--- src/rtl/display_scan_if.sv ---
// Bundle between value-producing logic and the 7-segment scan controller.
// The master drives digit data and controls; the slave drives the display pins.
interface display_scan_if;
  logic        enable;
  logic [7:0]  digit_en;
  logic [31:0] digits_hex;
  logic [7:0]  dp_in;
  logic [7:0]  anodo;
  logic [6:0]  segmentos;
  logic        dp;
  logic [2:0]  digit_idx;
  logic        frame_done;

  modport master (
    output enable, digit_en, digits_hex, dp_in,
    input  anodo, segmentos, dp, digit_idx, frame_done
  );

  modport slave (
    input  enable, digit_en, digits_hex, dp_in,
    output anodo, segmentos, dp, digit_idx, frame_done
  );
endinterface

--- src/rtl/display_scan_controller.sv ---
// Time-multiplexed 8-digit common-anode 7-segment scanner with per-slot
// blanking, digit masking and hex decode; all outputs registered.
module display_scan_controller #(
  parameter int CLK_HZ       = 100000000,
  parameter int REFRESH_HZ   = 10000,
  parameter int BLANK_CYCLES = 100
) (
  input  logic          clk,
  input  logic          reset,
  display_scan_if.slave bus
);
  localparam int DIV = CLK_HZ / REFRESH_HZ;
  localparam int CW  = $clog2(DIV);
  localparam logic [CW-1:0] LAST      = CW'(DIV - 1);
  localparam logic [CW-1:0] BLANK_END = CW'(BLANK_CYCLES);

  typedef enum logic [1:0] {IDLE, BLANK, SHOW} state_t;
  localparam state_t SLOT_START = (BLANK_CYCLES == 0) ? SHOW : BLANK;

  state_t        state_reg, state_next;
  logic [CW-1:0] cnt_reg, cnt_next;
  logic [2:0]    idx_reg, idx_next;
  logic [7:0]    anodo_reg, anodo_next;
  logic [6:0]    seg_reg, seg_next;
  logic          dp_reg, dp_next;
  logic          frame_reg, frame_next;
  logic [3:0]    nibble [8];

  genvar gi;
  generate
    for (gi = 0; gi < 8; gi++) begin : g_nibble
      assign nibble[gi] = bus.digits_hex[4*gi +: 4];
    end
  endgenerate

  function automatic logic [2:0] lowest_set(input logic [7:0] m);
    logic [2:0] r;
    r = 3'd0;
    for (int i = 7; i >= 0; i--)
      if (m[i]) r = 3'(i);
    return r;
  endfunction

  // Nearest set bit strictly above cur, wrapping; cur itself is the last candidate.
  function automatic logic [2:0] next_set(input logic [7:0] m, input logic [2:0] cur);
    logic [2:0] r;
    logic [2:0] j;
    r = cur;
    for (int k = 8; k >= 1; k--) begin
      j = cur + 3'(k);
      if (m[j]) r = j;
    end
    return r;
  endfunction

  function automatic logic [6:0] hex7(input logic [3:0] v);
    case (v)
      4'h0: hex7 = 7'b1000000;
      4'h1: hex7 = 7'b1111001;
      4'h2: hex7 = 7'b0100100;
      4'h3: hex7 = 7'b0110000;
      4'h4: hex7 = 7'b0011001;
      4'h5: hex7 = 7'b0010010;
      4'h6: hex7 = 7'b0000010;
      4'h7: hex7 = 7'b1111000;
      4'h8: hex7 = 7'b0000000;
      4'h9: hex7 = 7'b0010000;
      4'hA: hex7 = 7'b0001000;
      4'hB: hex7 = 7'b0000011;
      4'hC: hex7 = 7'b1000110;
      4'hD: hex7 = 7'b0100001;
      4'hE: hex7 = 7'b0000110;
      default: hex7 = 7'b0001110;
    endcase
  endfunction

  always_ff @(posedge clk or posedge reset) begin
    if (reset) begin
      state_reg <= IDLE;
      cnt_reg   <= '0;
      idx_reg   <= 3'd0;
      anodo_reg <= 8'hFF;
      seg_reg   <= 7'h7F;
      dp_reg    <= 1'b1;
      frame_reg <= 1'b0;
    end else begin
      state_reg <= state_next;
      cnt_reg   <= cnt_next;
      idx_reg   <= idx_next;
      anodo_reg <= anodo_next;
      seg_reg   <= seg_next;
      dp_reg    <= dp_next;
      frame_reg <= frame_next;
    end
  end

  always_comb begin
    state_next = state_reg;
    cnt_next   = cnt_reg;
    idx_next   = idx_reg;
    frame_next = 1'b0;
    if (!bus.enable) begin
      state_next = IDLE;
      cnt_next   = '0;
    end else begin
      case (state_reg)
        IDLE: begin
          if (|bus.digit_en) begin
            idx_next   = lowest_set(bus.digit_en);
            cnt_next   = '0;
            state_next = SLOT_START;
          end
        end
        default: begin
          if (cnt_reg == LAST) begin
            cnt_next = '0;
            if (bus.digit_en == 8'h00) begin
              state_next = IDLE;
            end else begin
              idx_next   = next_set(bus.digit_en, idx_reg);
              state_next = SLOT_START;
              frame_next = (idx_next <= idx_reg);
            end
          end else begin
            cnt_next = cnt_reg + 1'b1;
            if (cnt_next == BLANK_END) state_next = SHOW;
          end
        end
      endcase
    end

    // Outputs are computed from the next state so they move with it.
    anodo_next = 8'hFF;
    seg_next   = 7'h7F;
    dp_next    = 1'b1;
    if (state_next == SHOW) begin
      anodo_next = ~(8'h01 << idx_next);
      seg_next   = hex7(nibble[idx_next]);
      dp_next    = ~bus.dp_in[idx_next];
    end
  end

  assign bus.anodo      = anodo_reg;
  assign bus.segmentos  = seg_reg;
  assign bus.dp         = dp_reg;
  assign bus.digit_idx  = idx_reg;
  assign bus.frame_done = frame_reg;
endmodule

--- src/flat_wrapper.sv ---
// flat-port wrapper written by rule: the top's interface ports become plain ports
module display_scan_controller_flat 
#(
  parameter int CLK_HZ       = 100000000,
  parameter int REFRESH_HZ   = 10000,
  parameter int BLANK_CYCLES = 100
)
  (clk, reset, bus_enable, bus_digit_en, bus_digits_hex, bus_dp_in, bus_anodo, bus_segmentos, bus_dp, bus_digit_idx, bus_frame_done);
  display_scan_if bus_i ();
  input  logic clk;
  input  logic reset;
  input wire logic [$bits(bus_i.enable)-1:0] bus_enable;
  input wire logic [$bits(bus_i.digit_en)-1:0] bus_digit_en;
  input wire logic [$bits(bus_i.digits_hex)-1:0] bus_digits_hex;
  input wire logic [$bits(bus_i.dp_in)-1:0] bus_dp_in;
  output wire logic [$bits(bus_i.anodo)-1:0] bus_anodo;
  output wire logic [$bits(bus_i.segmentos)-1:0] bus_segmentos;
  output wire logic [$bits(bus_i.dp)-1:0] bus_dp;
  output wire logic [$bits(bus_i.digit_idx)-1:0] bus_digit_idx;
  output wire logic [$bits(bus_i.frame_done)-1:0] bus_frame_done;
  assign bus_i.enable = bus_enable;
  assign bus_i.digit_en = bus_digit_en;
  assign bus_i.digits_hex = bus_digits_hex;
  assign bus_i.dp_in = bus_dp_in;
  assign bus_anodo = bus_i.anodo;
  assign bus_segmentos = bus_i.segmentos;
  assign bus_dp = bus_i.dp;
  assign bus_digit_idx = bus_i.digit_idx;
  assign bus_frame_done = bus_i.frame_done;
  display_scan_controller #(.CLK_HZ(CLK_HZ), .REFRESH_HZ(REFRESH_HZ), .BLANK_CYCLES(BLANK_CYCLES)) u_core (.clk(clk), .reset(reset), .bus(bus_i));
endmodule
--- config.mk ---
export PLATFORM = sky130hd
export DESIGN_NAME = display_scan_controller_flat
export DESIGN_NICKNAME = d
export VERILOG_FILES = /design/src/rtl/display_scan_if.sv /design/src/rtl/display_scan_controller.sv /design/src/flat_wrapper.sv
export SDC_FILE = /design/constraint.sdc
export NUM_CORES = 1
export LEC_CHECK = 0
export CAP_MARGIN = 10
export CORE_ASPECT_RATIO = 0.6
export CORE_MARGIN = 3
export CORE_UTILIZATION = 45
export CTS_CLUSTER_DIAMETER = 30
export DETAILED_ROUTE_END_ITERATION = 10
export GPL_TIMING_DRIVEN = 0
export PLACE_DENSITY = 0.75
export SYNTH_ARGS = -nofsm -noshare
export SYNTH_HDL_FRONTEND = slang
export SYNTH_SLANG_ARGS = --single-unit
--- constraint.sdc ---
create_clock -name clk -period 4.5 [get_ports clk]
set_input_delay 1.125 -clock clk [delete_from_list [all_inputs] [get_ports clk]]
set_output_delay 1.125 -clock clk [all_outputs]
set_load 0.01 [all_outputs]
# After elaboration in Yosys (flattened, before gate mapping)
# Memories as Yosys holds them, arrays and structs flattened.
# Cells that the tools add are included.
# op_classes
addsub	8
mul	0
div_mod_pow	0
magnitude_cmp	10
n_eq_ne	4
shifts	1
muxes	60
bitwise	3
n_reduce_logical	3
# op_table
operator	count
$mux W3	24
$mux W14	4
$lt A3 B4 Y1 const B	8
$bmux W1 S3	8
$add A14 B1 Y14 const B	1
$eq A14 B14 Y1 const B	1
$eq A14 B7 Y1 const B	1
$mux W1	14
$add A3 B3 Y3 const B	4
$bmux W4 S3	1
$mux W2	5
$logic_not A8 Y1	1
$mux W4	2
$mux W8	1
$not A8 Y8	1
$reduce_or A8 Y1	1
$shl A1 B3 Y8 const A	1
$mux W7	1
$add A3 B2 Y3 const B	2
$ge A4 B4 Y1 const B	1
$not A3 Y4	1
$add A3 B1 Y3 const B	1
$le A3 B3 Y1	1
$ne A3 B2 Y1 const B	1
other kinds (3)	3
# totals
register_bits	36
latchBits	0
mem_bits_rw	0
romBits	112
input_bits	51
output_inout_bits	20
wordCells	97
mem_count	1
# mem_list
memory	depth	width	rd	rd_ports_with_merged_regs	write_ports	line	source
(name not given)	16	7	1	0	0	display_scan_controller.sv:57	case (v)

# Logic depth before layout (Yosys ltp)
# An unclocked memory read counts as a cell.
# logic_depth
ltp_word	24
ltp_mapped	21
depth_no_buf	16

# Worst setup path after synthesis
# No wires, ideal clock.
# synth_path
path_type	register to register
start	reg u_core.idx_reg[1] (netlist: u_core.bus.digit_idx[1])
end	reg u_core.seg_reg[1] (netlist: u_core.bus.segmentos[1])
setup_time_ns	0.084
arrival_time_ns	4.564
required_time_ns	4.416
setup_slack_ns	-0.148
stages_incl_launch_ff	18
n_path_buf	3
synth_period_minus_slack_ns	4.648
cell_sequence	dfrtp_1 -> buf_2 -> clkbuf_1 -> inv_1 -> ha_1 -> mux4_2 -> mux2_2 -> nor2_1 -> nor2_1 -> or4_4 -> o22ai_4 -> buf_6 -> a21oi_1 -> or3_1 -> ha_1 -> mux2i_1 -> nor2_1 -> a311o_1
# synth_via
elab_chain_cells	24
elab_cells_between_ends	43
cone_classes	add/sub (7); mux (34); bitwise (1); memory (1)
# synth_rtl
item	line	source
from (decl)	display_scan_controller.sv:22	logic [2:0] idx_reg, idx_next;
from (signal assigned)	display_scan_controller.sv:89	idx_reg <= idx_next;
$add A3 B3 Y3	display_scan_controller.sv:50	j = cur + 3'(k);
$bmux W1 S3	display_scan_controller.sv:51	if (m[j]) r = j;
$mux W1 (implied by the code)	display_scan_controller.sv:51	
$mux W3 (7 in a row)	display_scan_controller.sv:51	
$mux W3	display_scan_controller.sv:117	if (bus.digit_en == 8'h00) begin
$mux W3	display_scan_controller.sv:115	if (cnt_reg == LAST) begin
$mux W3	display_scan_controller.sv:106	case (state_reg)
$mux W3	display_scan_controller.sv:102	if (!bus.enable) begin
[... 3 more ...]	--	
$mux W3 *	display_scan_controller.sv:102	
via u_core.idx_next[1]	display_scan_controller.sv:22	
$not A3 Y4 (implied by the code) *	display_scan_controller.sv:138	seg_next = hex7(nibble[idx_next]);
$bmux W4 S3 *	display_scan_controller.sv:138	
$mux W4 (implied by the code) * (2 in a row)	display_scan_controller.sv:138	
$mem_v2 Z16 W7 *	--	
$mux W7 *	display_scan_controller.sv:136	if (state_next == SHOW) begin
via u_core.seg_next[1]	display_scan_controller.sv:24	logic [6:0] seg_reg, seg_next;
to (signal assigned)	display_scan_controller.sv:91	seg_reg <= seg_next;
to (decl)	display_scan_controller.sv:24	
# Mark *: on every way through the listed nets, which the timed path passes. The rest lies on a longest branch. The select of a mux whose other input is x is not followed.
# A chain may end at the register's enable or synchronous reset.

# Final worst setup path
# layout_path
start	reg u_core.idx_reg[0] (netlist: u_core.bus.digit_idx[0])
end	reg u_core.seg_reg[1] (netlist: u_core.bus.segmentos[1])
# layout_via
elab_chain_cells	24
elab_cells_between_ends	43
cone_classes	add/sub (7); mux (34); bitwise (1); memory (1)
# layout_rtl
item	line
$add A3 B3 Y3	display_scan_controller.sv:50
$bmux W1 S3	display_scan_controller.sv:51
$mux W1 (implied by the code)	display_scan_controller.sv:51
$mux W3 (7 in a row)	display_scan_controller.sv:51
$mux W3	display_scan_controller.sv:117
$mux W3	display_scan_controller.sv:115
$mux W3	display_scan_controller.sv:106
$mux W3	display_scan_controller.sv:102
[... 2 more ...]	--
$mux W3	display_scan_controller.sv:106
$mux W3 *	display_scan_controller.sv:102
$not A3 Y4 (implied by the code) *	display_scan_controller.sv:138
$bmux W4 S3 *	display_scan_controller.sv:138
$mux W4 (implied by the code) * (2 in a row)	display_scan_controller.sv:138
$mem_v2 Z16 W7 *	--
$mux W7 *	display_scan_controller.sv:136
via u_core.seg_next[1]	display_scan_controller.sv:24
# Marks and branches as above.

==> results_dict.tcl <==
set metrics [dict create \
    yosys_warnings 0 \
    p_switching_mw 0.942 \
    fin_tns_setup_ps 0 \
    drv_slew 0 \
    via_count 3657 \
    cts_root_buf "clkbuf_16" \
    finClkSkew_ps 4.92 \
    hold_class "reg2reg" \
    ir_drop_v 0.000222 \
    sequentialPowerShare 0.155 \
    synth.net_count 439 \
    start_kind "flop" \
    internal-power_mw 1.27 \
    antenna-diode-count 0 \
    synth_top_area_cell "dfrtp_1" \
    fin_ws_ps 10.6 \
    hold-path-endpoint "u_core.cnt_reg[6]" \
    powerDensity_nw_per_um2 456 \
    pwr-share-clk 0.171 \
    maxSlewHeadroom 0.372 \
    async_flop_share 1.00 \
    synthFlopType "dfrtp_1" \
    place_congestion 1.01 \
    hold_depth 1 \
    worst_slew_pin_slew_ps 931 \
    drv_cap 0 \
    r2r_end "u_core.bus.segmentos[1]" \
    cp-startpoint "u_core.bus.digit_idx[0]" \
    instances_no_fill 577 \
    clockBufferDepth 2 \
    dieArea_um2 8690 \
    hold_ws_ps 546 \
    min_period_ps 4490 \
    viasPerCell 6.34 \
    yosys-top-cells-area "dfrtp_1 15%, dfstp_2 12%, mux2i_1 9.4%, mux4_2 7.3%, ha_1 4.4%" \
    finalCritPeriodShare 0.998 \
    grt_max_degree 24 \
    synth_seq_area_share 0.270 \
    die_h_um 73.4 \
    p_sw_frac 0.426 \
    die-width_um 118 \
    drc 0 \
    cts.sinks 36 \
    critPathRequiredTime_ps 4700 \
    leakagePower_nw 1.93 \
    first_pass_iters 5 \
    drt_iter0_drc 437 \
    avgSynthCellArea_um2 9.07 \
    cts_made_buffers 5 \
    synth_edf_count 0 \
    synth_cells 376 \
    timing_hold_violations_final 0 \
    final_nets 539 \
    port_buffers 63 \
    grt_first_pass_wirelength_um 17300 \
    cp.arrival_ps 4690 \
    dp.final_hpwl_um 7650 \
    dp_cells 540 \
    status "completed" \
    cts_tree "yes" \
    synth_cell_types 70 \
    largest_reg_flops 14 \
    syn_to_final_growth_pct 42.0 \
    syn_area_um2 3410 \
    wirelength_um 11300 \
    place_ws_ps -1000 \
    overflow 0 \
    max_freq_mhz 223 \
    io_pins 71 \
    path_max_fanout 9 \
    row_count 23 \
    coreArea_um2 6990 \
    grt_pass1_vias 3391 \
    avgRoutedWirePerCell_um 19.6 \
    r2r_start "u_core.bus.digit_idx[0]" \
    synth_top_area_share 0.147 \
    antenna_found_initial 0 \
    ant_nets 0 \
    min-delay-start "u_core.cnt_reg[6]" \
    synth-seq-cells 36 \
    r2r_setup_slack_ps 10 \
    critPathCaptureType "flop" \
    worst-r2r-cell-count 17 \
    clk_latency_ps 280 \
    p_comb_frac 0.674 \
    finalSetupViolCount 0 \
    path_class "reg2reg" \
    initial_core_util 0.488 \
    clk_pin_slew_ps 60 \
    cts_hold_buf 0 \
    grtUsageTotal 0.244 \
    final_layout_size_suffix_gt1_frac 0.287 \
    cts-htree-levels 2 \
]
[cell families after synthesis]
kind of cell	Yosys count	synth area share
and+or+nand+nor	136	0.212
AOI/OAI and AO/OA	88	0.179
xor gates and xnor gates	9	0.0231
muxes	55	0.209
buffers and inverters	40	0.0627
DFF	36	0.270
adders and majority gates	12	0.0440
[cell usage in the layout (no fill, tap or decap), drive strengths merged, types with 12 or more instances in the layout]
cell type      instances
clkbuf                18
nand3                 12
buf                   47
ha                    12
nand2                 37
inv                   12
dfrtp                 20
mux2i                 33
a21oi                 15
nor2                  29
clkdlybuf4s50         61
o21ai                 23
dfstp                 16
[worst max path at each step]
| stage | end | slack, ps |
|---|---|---|
| floorplan | u_core.bus.segmentos[1] | 2 |
| global placement | u_core.bus.segmentos[0] | -810 |
| detailed placement | u_core.bus.segmentos[0] | -1000 |
| CTS | u_core.bus.segmentos[1] | 4 |
| global route | u_core.bus.segmentos[1] | -120 |
| finish | u_core.bus.segmentos[1] | 10 |
[worst max-delay path, stage by stage, from the launching register on]
cell and delay [ps]:
dfrtp_2 400, buf_12 140, buf_12 120, clkinvlp_4 140
ha_4 340, mux4_2 580, mux2i_2 250, a21boi_2 270
o31ai_4 90, and4_1 210, nand3b_4 210, and2_4 200
a22o_1 220, or3_4 450, ha_4 260, mux2i_1 130
nor2_1 50, a311o_1 340
[power by group through the flow]
| stage | registers [mW] | logic, mW | clock network (mW) |
|---|---|---|---|
| 2_1_floorplan | 0.348 | 0.852 | 0 |
| 3_3_place_gp | 0.347 | 1.09 | 0 |
| 3_5_place_dp | 0.348 | 1.12 | 0 |
| 4_1_cts | 0.342 | 1.23 | 0.378 |
| 5_1_grt | 0.343 | 1.60 | 0.396 |
| 6_report | 0.343 | 1.49 | 0.377 |
[cell type report]
class                   count  area [um^2]
inverters                  13         58.8
repair buffers             94          885
well taps                 100          125
clock inverters             2         11.3
fillers                   509         2150
clock buffers               6          150
plain buffers              26          203
multi-input cells         300         2490
flip-flops and latches     36          922
[per-layer routing]
| layer | wire length (um) | track usage | vias to the layer above |
|---|---|---|---|
| li1 | - | - | 1613 |
| met1 | 4770 | 0.337 | 1742 |
| met2 | 5040 | 0.375 | 271 |
| met3 | 1280 | 0.0777 | 31 |
| met4 | 240 | 0.0629 | 0 |
| met5 | 0 | 0 | - |
[timing repair]
item / in CTS / in global routing
pin swaps: 1 / 5
setup buffers: 17 / 13
endpoints found under the setup margin: 7 / 7
gates resized for setup: 24 / 47
[cells in the mapped netlist, drive strengths merged (4+ instances only)]
library cell / n
ha: 12
nand2b: 5
o21ai: 23
nand3: 12
a21oi: 15
nor3: 9
or4: 4
nor4: 9
dfstp: 16
and3: 8
dfrtp: 20
and2: 4
mux2: 11
mux4: 11
inv: 13
xnor2: 5
mux2i: 33
o31ai: 5
xor2: 4
buf: 15
clkbuf: 12
nand2: 37
nor2b: 4
a31oi: 6
nor2: 29
o311ai: 6
[through the flow]
stage          utilization  power (mW)  cell area (um^2)
2_1_floorplan            -        1.20              3410
3_3_place_gp         0.596        1.43              4170
3_5_place_dp         0.598        1.46              4180
4_1_cts              0.652        1.95              4560
5_1_grt              0.692        2.34              4840
6_report             0.692        2.21              4840
Note: power is estimated with default switching activity, not from simulation.
==> RTL edit 1 (same settings) <==
Re-encode `state_t` (3 states) as one-hot, 3 bits wide.
--- a/src/rtl/display_scan_controller.sv
+++ b/src/rtl/display_scan_controller.sv
@@ -14,7 +14,7 @@
   localparam logic [CW-1:0] LAST      = CW'(DIV - 1);
   localparam logic [CW-1:0] BLANK_END = CW'(BLANK_CYCLES);
 
-  typedef enum logic [1:0] {IDLE, BLANK, SHOW} state_t;
+  typedef enum logic [2:0] {IDLE = 3'b001, BLANK = 3'b010, SHOW = 3'b100} state_t;
   localparam state_t SLOT_START = (BLANK_CYCLES == 0) ? SHOW : BLANK;
 
   state_t        state_reg, state_next;
Function: same outputs for any inputs over 10 cycles, from zero or initial values and one cycle with reset high; not proved beyond that.
==> RTL edit 1 against the original RTL <==
The run now ends with negative setup slack left. Combinational power increased by 18%. Setup slack got worse by 0.055 ns. Sequential power increased by 5%. Total power increased by 13%. Final area increased by 7.2%. Non-clock buffer count increased by 32. Sequential cell count increased by 1. Worst hold slack improved by 0.0013 ns. Critical path depth increased by 1. Maximum frequency decreased by 1.2%. Synthesized area increased by 6.6%. Wire length increased by 3.8%. Critical path type unchanged. Largest cell class unchanged.
==> RTL edit 1: results (changes against the original RTL) <==
- Status: finished, violations left
- Failing checks: negative setup slack
- Lkg Pwr: 2.199 nW (+14%)
- Worst hold start: u_core.state_reg[2]
- Number of global-route vias before repair: 3,668 (+8.2%)
- First-pass GRT wire length: 18,360 um (+6.1%)
- DP HPWL: 7942 um (+3.8%)
- CTS resizes: 48 (+100%)
- Via count: 3,862 (+5.6%)
- Routed length on met3: 1507 um (+18%)
- Switching power: 0.001063 W (+13%)
- PortBufs: 70 (+11%)
- Final Skew: 0.005406 ns (+0.0004896 ns)
- Register area: 949.7 um2 (+3.0%)
- CP max FO: 6 (-3)
- Total GRT Usage: 25.33% (+0.89 points)
- Yosys cell types: 71 (+1.4%)
- CP top delay family: compound AO/OA/AOI/OAI gates
- NumNets Final: 595 (+10%)
- Syn nets: 466 (+6.2%)
- Fraction of area in multi-input gates: 48.72% (-2.6 points)
- Clock buffer cells: 7 (+1)
- Final WS setup: -0.04470 ns (-0.05528 ns)
- Proportion of cell area spent on the clock network: 3.133% (-0.20 points)
- Arrival @ worst endpoint: 4.73 ns (+0.04 ns)
- Final setup viols: 1 (+1)
- Post-synthesis sequential area ratio: 26.06% (-0.94 points)
- Gpl congestion: 0.9688 (-4.0%)
- Placed insts: 578 (+7.0%)
- DR WL/cell: 18.47 um (-5.9%)
- Initial DRT Pass Iterations: 7 (+2)
- Slew @ Worst Pin: 0.6676 ns (-0.2630 ns)
- Multi-input gate count: 317 (+5.7%)
- Met3 Use GR: 8.902% (+1.1 points)
==> RTL edit 1: changes by cell type after synthesis, sizes merged, moves of 4 or more <==
cell	delta
and2	+5
nor4	-8
nor2	+5
nand2	+13
a21o	+4
==> RTL edit 1: path summary, 6_finish.rpt <==
path,end,slack (ns),depth (start not counted)
min,u_core.state_reg[2],0.55,2
max in group asynchronous,u_core.state_reg[0],2.63,3
min reg2reg,u_core.state_reg[2],0.55,2
max,u_core.bus.segmentos[3],-0.04,18
max reg2reg,u_core.bus.segmentos[3],-0.04,18
min in group asynchronous,u_core.bus.digit_idx[2],1.25,2
==> RTL edit 1: power by group through the flow <==
stage / Combinational [W] / Sequential, W / Clock, W
finish: 0.00176 / 0.000361 / 0.000377
floorplan: 0.00104 / 0.000366 / 0
detailed placement: 0.00134 / 0.000366 / 0
CTS: 0.00156 / 0.000360 / 0.000383
global route: 0.00187 / 0.000361 / 0.000400
global placement: 0.00130 / 0.000366 / 0
==> RTL edit 1: logic make-up after synthesis <==
logic type | Yosys count | synth area share, %
AND/OR/NAND/NOR | 146 | 19.97
AO/OA/AOI/OAI | 92 | 18.69
XOR/XNOR | 8 | 1.928
flip-flops | 37 | 26.06
adder cells (fa/ha/maj) | 12 | 4.131
multiplexers | 59 | 21.93
buffers and inverters | 49 | 7.298
==> RTL edit 1: through the flow <==
step | setup TNS, ns | setup WS (ns) | area, um2
after floorplan | 0 | 0.01977 | 3638
after global placement | -5.624 | -0.8657 | 4469
after detailed placement | -6.449 | -0.9760 | 4497
after CTS | 0 | 0.04820 | 5030
after global routing | -0.4958 | -0.1715 | 5192
final | -0.04470 | -0.04470 | 5192
==> RTL edit 2 (same flow settings) <==
Made on the original files. `CLK_HZ` is set to 100000000 in 2 places; all go to 400000000.
--- a/src/rtl/display_scan_controller.sv
+++ b/src/rtl/display_scan_controller.sv
@@ -1,7 +1,7 @@
 // Time-multiplexed 8-digit common-anode 7-segment scanner with per-slot
 // blanking, digit masking and hex decode; all outputs registered.
 module display_scan_controller #(
-  parameter int CLK_HZ       = 100000000,
+  parameter int CLK_HZ       = 400000000,
   parameter int REFRESH_HZ   = 10000,
   parameter int BLANK_CYCLES = 100
 ) (
--- a/src/flat_wrapper.sv
+++ b/src/flat_wrapper.sv
@@ -1,7 +1,7 @@
 // flat-port wrapper written by rule: the top's interface ports become plain ports
 module display_scan_controller_flat 
 #(
-  parameter int CLK_HZ       = 100000000,
+  parameter int CLK_HZ       = 400000000,
   parameter int REFRESH_HZ   = 10000,
   parameter int BLANK_CYCLES = 100
 )
Function: same outputs for any inputs over 10 cycles, from zero or initial values and one cycle with reset high; that may be too few to reach the edited logic, so the function may still have changed.
==> RTL edit 2 against the original RTL <==
Count of clock-buffer cells in the layout is the same. Via count is 0.55% higher. Synthesized area is 6.0% higher. First-iteration DRC count shrank 36%. Sequential cell count grew 2. Clock power grew 18%. Wire length is 0.85% lower. Total power down 20%. Setup slack improved by 0.033 ns. Final area up 5.0%. Final cell count rose by 6.6%. Non-clock buffer count is 11 higher. Register-to-register slack better by 0.04 ns. Largest cell class unchanged. Largest power group unchanged.
==> RTL edit 2: results (changes against the original RTL) <==
- Number of buffers outside the clock class in the layout: 131 (+9.2%)
- Placement Setup Slack: -1.044 ns (-0.04273 ns)
- CP max FO: 6 (-3)
- Area occupied by multi-input gates: 2539 um2 (+2.1%)
- Cell Count, Final, Fillers Out: 615 (+6.6%)
- End of the critical path: u_core.bus.segmentos[3]
- Synth cell count leaders: 44 x nand2_1, 38 x mux2i_1, 32 x nor2_1
- Synthesized area per cell: 9.063 um2 (about the same)
- Detailed router's first-iteration violation count: 278 (-36%)
- DP HPWL: 7808 um (+2.1%)
- Synth area leaders: dfrtp_1 15%, dfstp_2 12%, mux2i_1 11%
- Yosys cell types: 79 (+13%)
- Layout cells sized above 1: 27.98% (-0.74 points)
- Post-synthesis mux area share: 20.38% (-0.57 points)
- Critical Path Start: bus_digit_en[7]
- Worst hold start: u_core.cnt_reg[6]
- Placed Instance Area: 4412 um2 (+5.5%)
- Post-Synth Adder-Cell Area: 4.152% (-0.25 points)
- Multi-input gate count: 313 (+4.3%)
- Smallest hold slack: 0.5259 ns (-0.01968 ns)
- PortBufs: 65 (+3.2%)
- Final Skew: 0.006548 ns (+0.001631 ns)
- Slew @ Worst Pin: 0.8659 ns (-0.06475 ns)
- Number of global-route vias before repair: 3,415 (+0.71%)
- DRT Wirelength: 11,230 um (-0.85%)
- Area grow syn2layout: 40.59%
- Max FFs per register: 16 (+2)
- Xor and xnor area share after synthesis: 2.872% (+0.56 points)
- First-pass GRT wire length: 17,040 um (-1.6%)
- Lkg Pwr: 2.077 nW (+7.7%)
- Non-clock inverters: 21 (+8)
- Reg2reg setup slack: 0.05 ns (+0.04 ns)
- Reg2Reg Depth: 18 (+1)
- Clk pwr share: 25.1% (+8.0 points)
- Slowest stage delay, CP: 0.45 ns (-0.13 ns)
- Status: completed
- Total GRT Usage: 23.50% (-0.94 points)
- Arrival @ worst endpoint: 4.62 ns (-0.07 ns)
- Largest net degree at the start of global routing: 39 (+63%)
- Sequential share of cell area: 19.15% (+0.10 points)
- Die W: 121.7 um (+2.8%)
- Internal cell power: 0.001108 W (-13%)
- Tmin final: 4.456 ns (-0.03302 ns)
- Post-synthesis sequential area ratio: 26.85% (-0.15 points)
- Comb power: 0.000967 W (-35%)
- NumNets Final: 573 (+6.3%)
- Compound-cell area share of the yosys netlist: 20.80% (+2.9 points)
- Power consumption: 0.001769 W (-20%)
- Synth Register Bits: 38 (+5.6%)
- Max IR drop VDD: 0.1762 mV (-21%)
- Filler cell count: 592 (+16%)
[RTL edit 2: cell count changes after synthesis, sizes merged, moves of 5 or more]
cell	before	now
a211oi	2	9
nand2	37	44
and3	8	2
mux2i	33	39
o311ai	6	1
inv	13	20
[RTL edit 2: routing by layer]
layer | vias up | routed length [um] | global-route usage [%]
met5 | - | 0 | 0
met4 | 0 | 136 | 5.342
met3 | 12 | 1085 | 5.638
met2 | 190 | 5022 | 36.88
met1 | 1759 | 4989 | 33.36
li1 | 1716 | - | -
[RTL edit 2: worst max-delay path, delay by kind of cell]
family / cells / cell delay, ns
buf+inv: 5 / 0.64
mux: 2 / 0.74
simple gates: 1 / 0.24
compound gates: 8 / 1.86
[RTL edit 2: timing repair]
| action | CTS | global route |
|---|---|---|
| pin swaps | 9 | 12 |
| gates resized for setup | 38 | 31 |
| setup endpoints to repair | 7 | 7 |
| setup buffers | 24 | 15 |
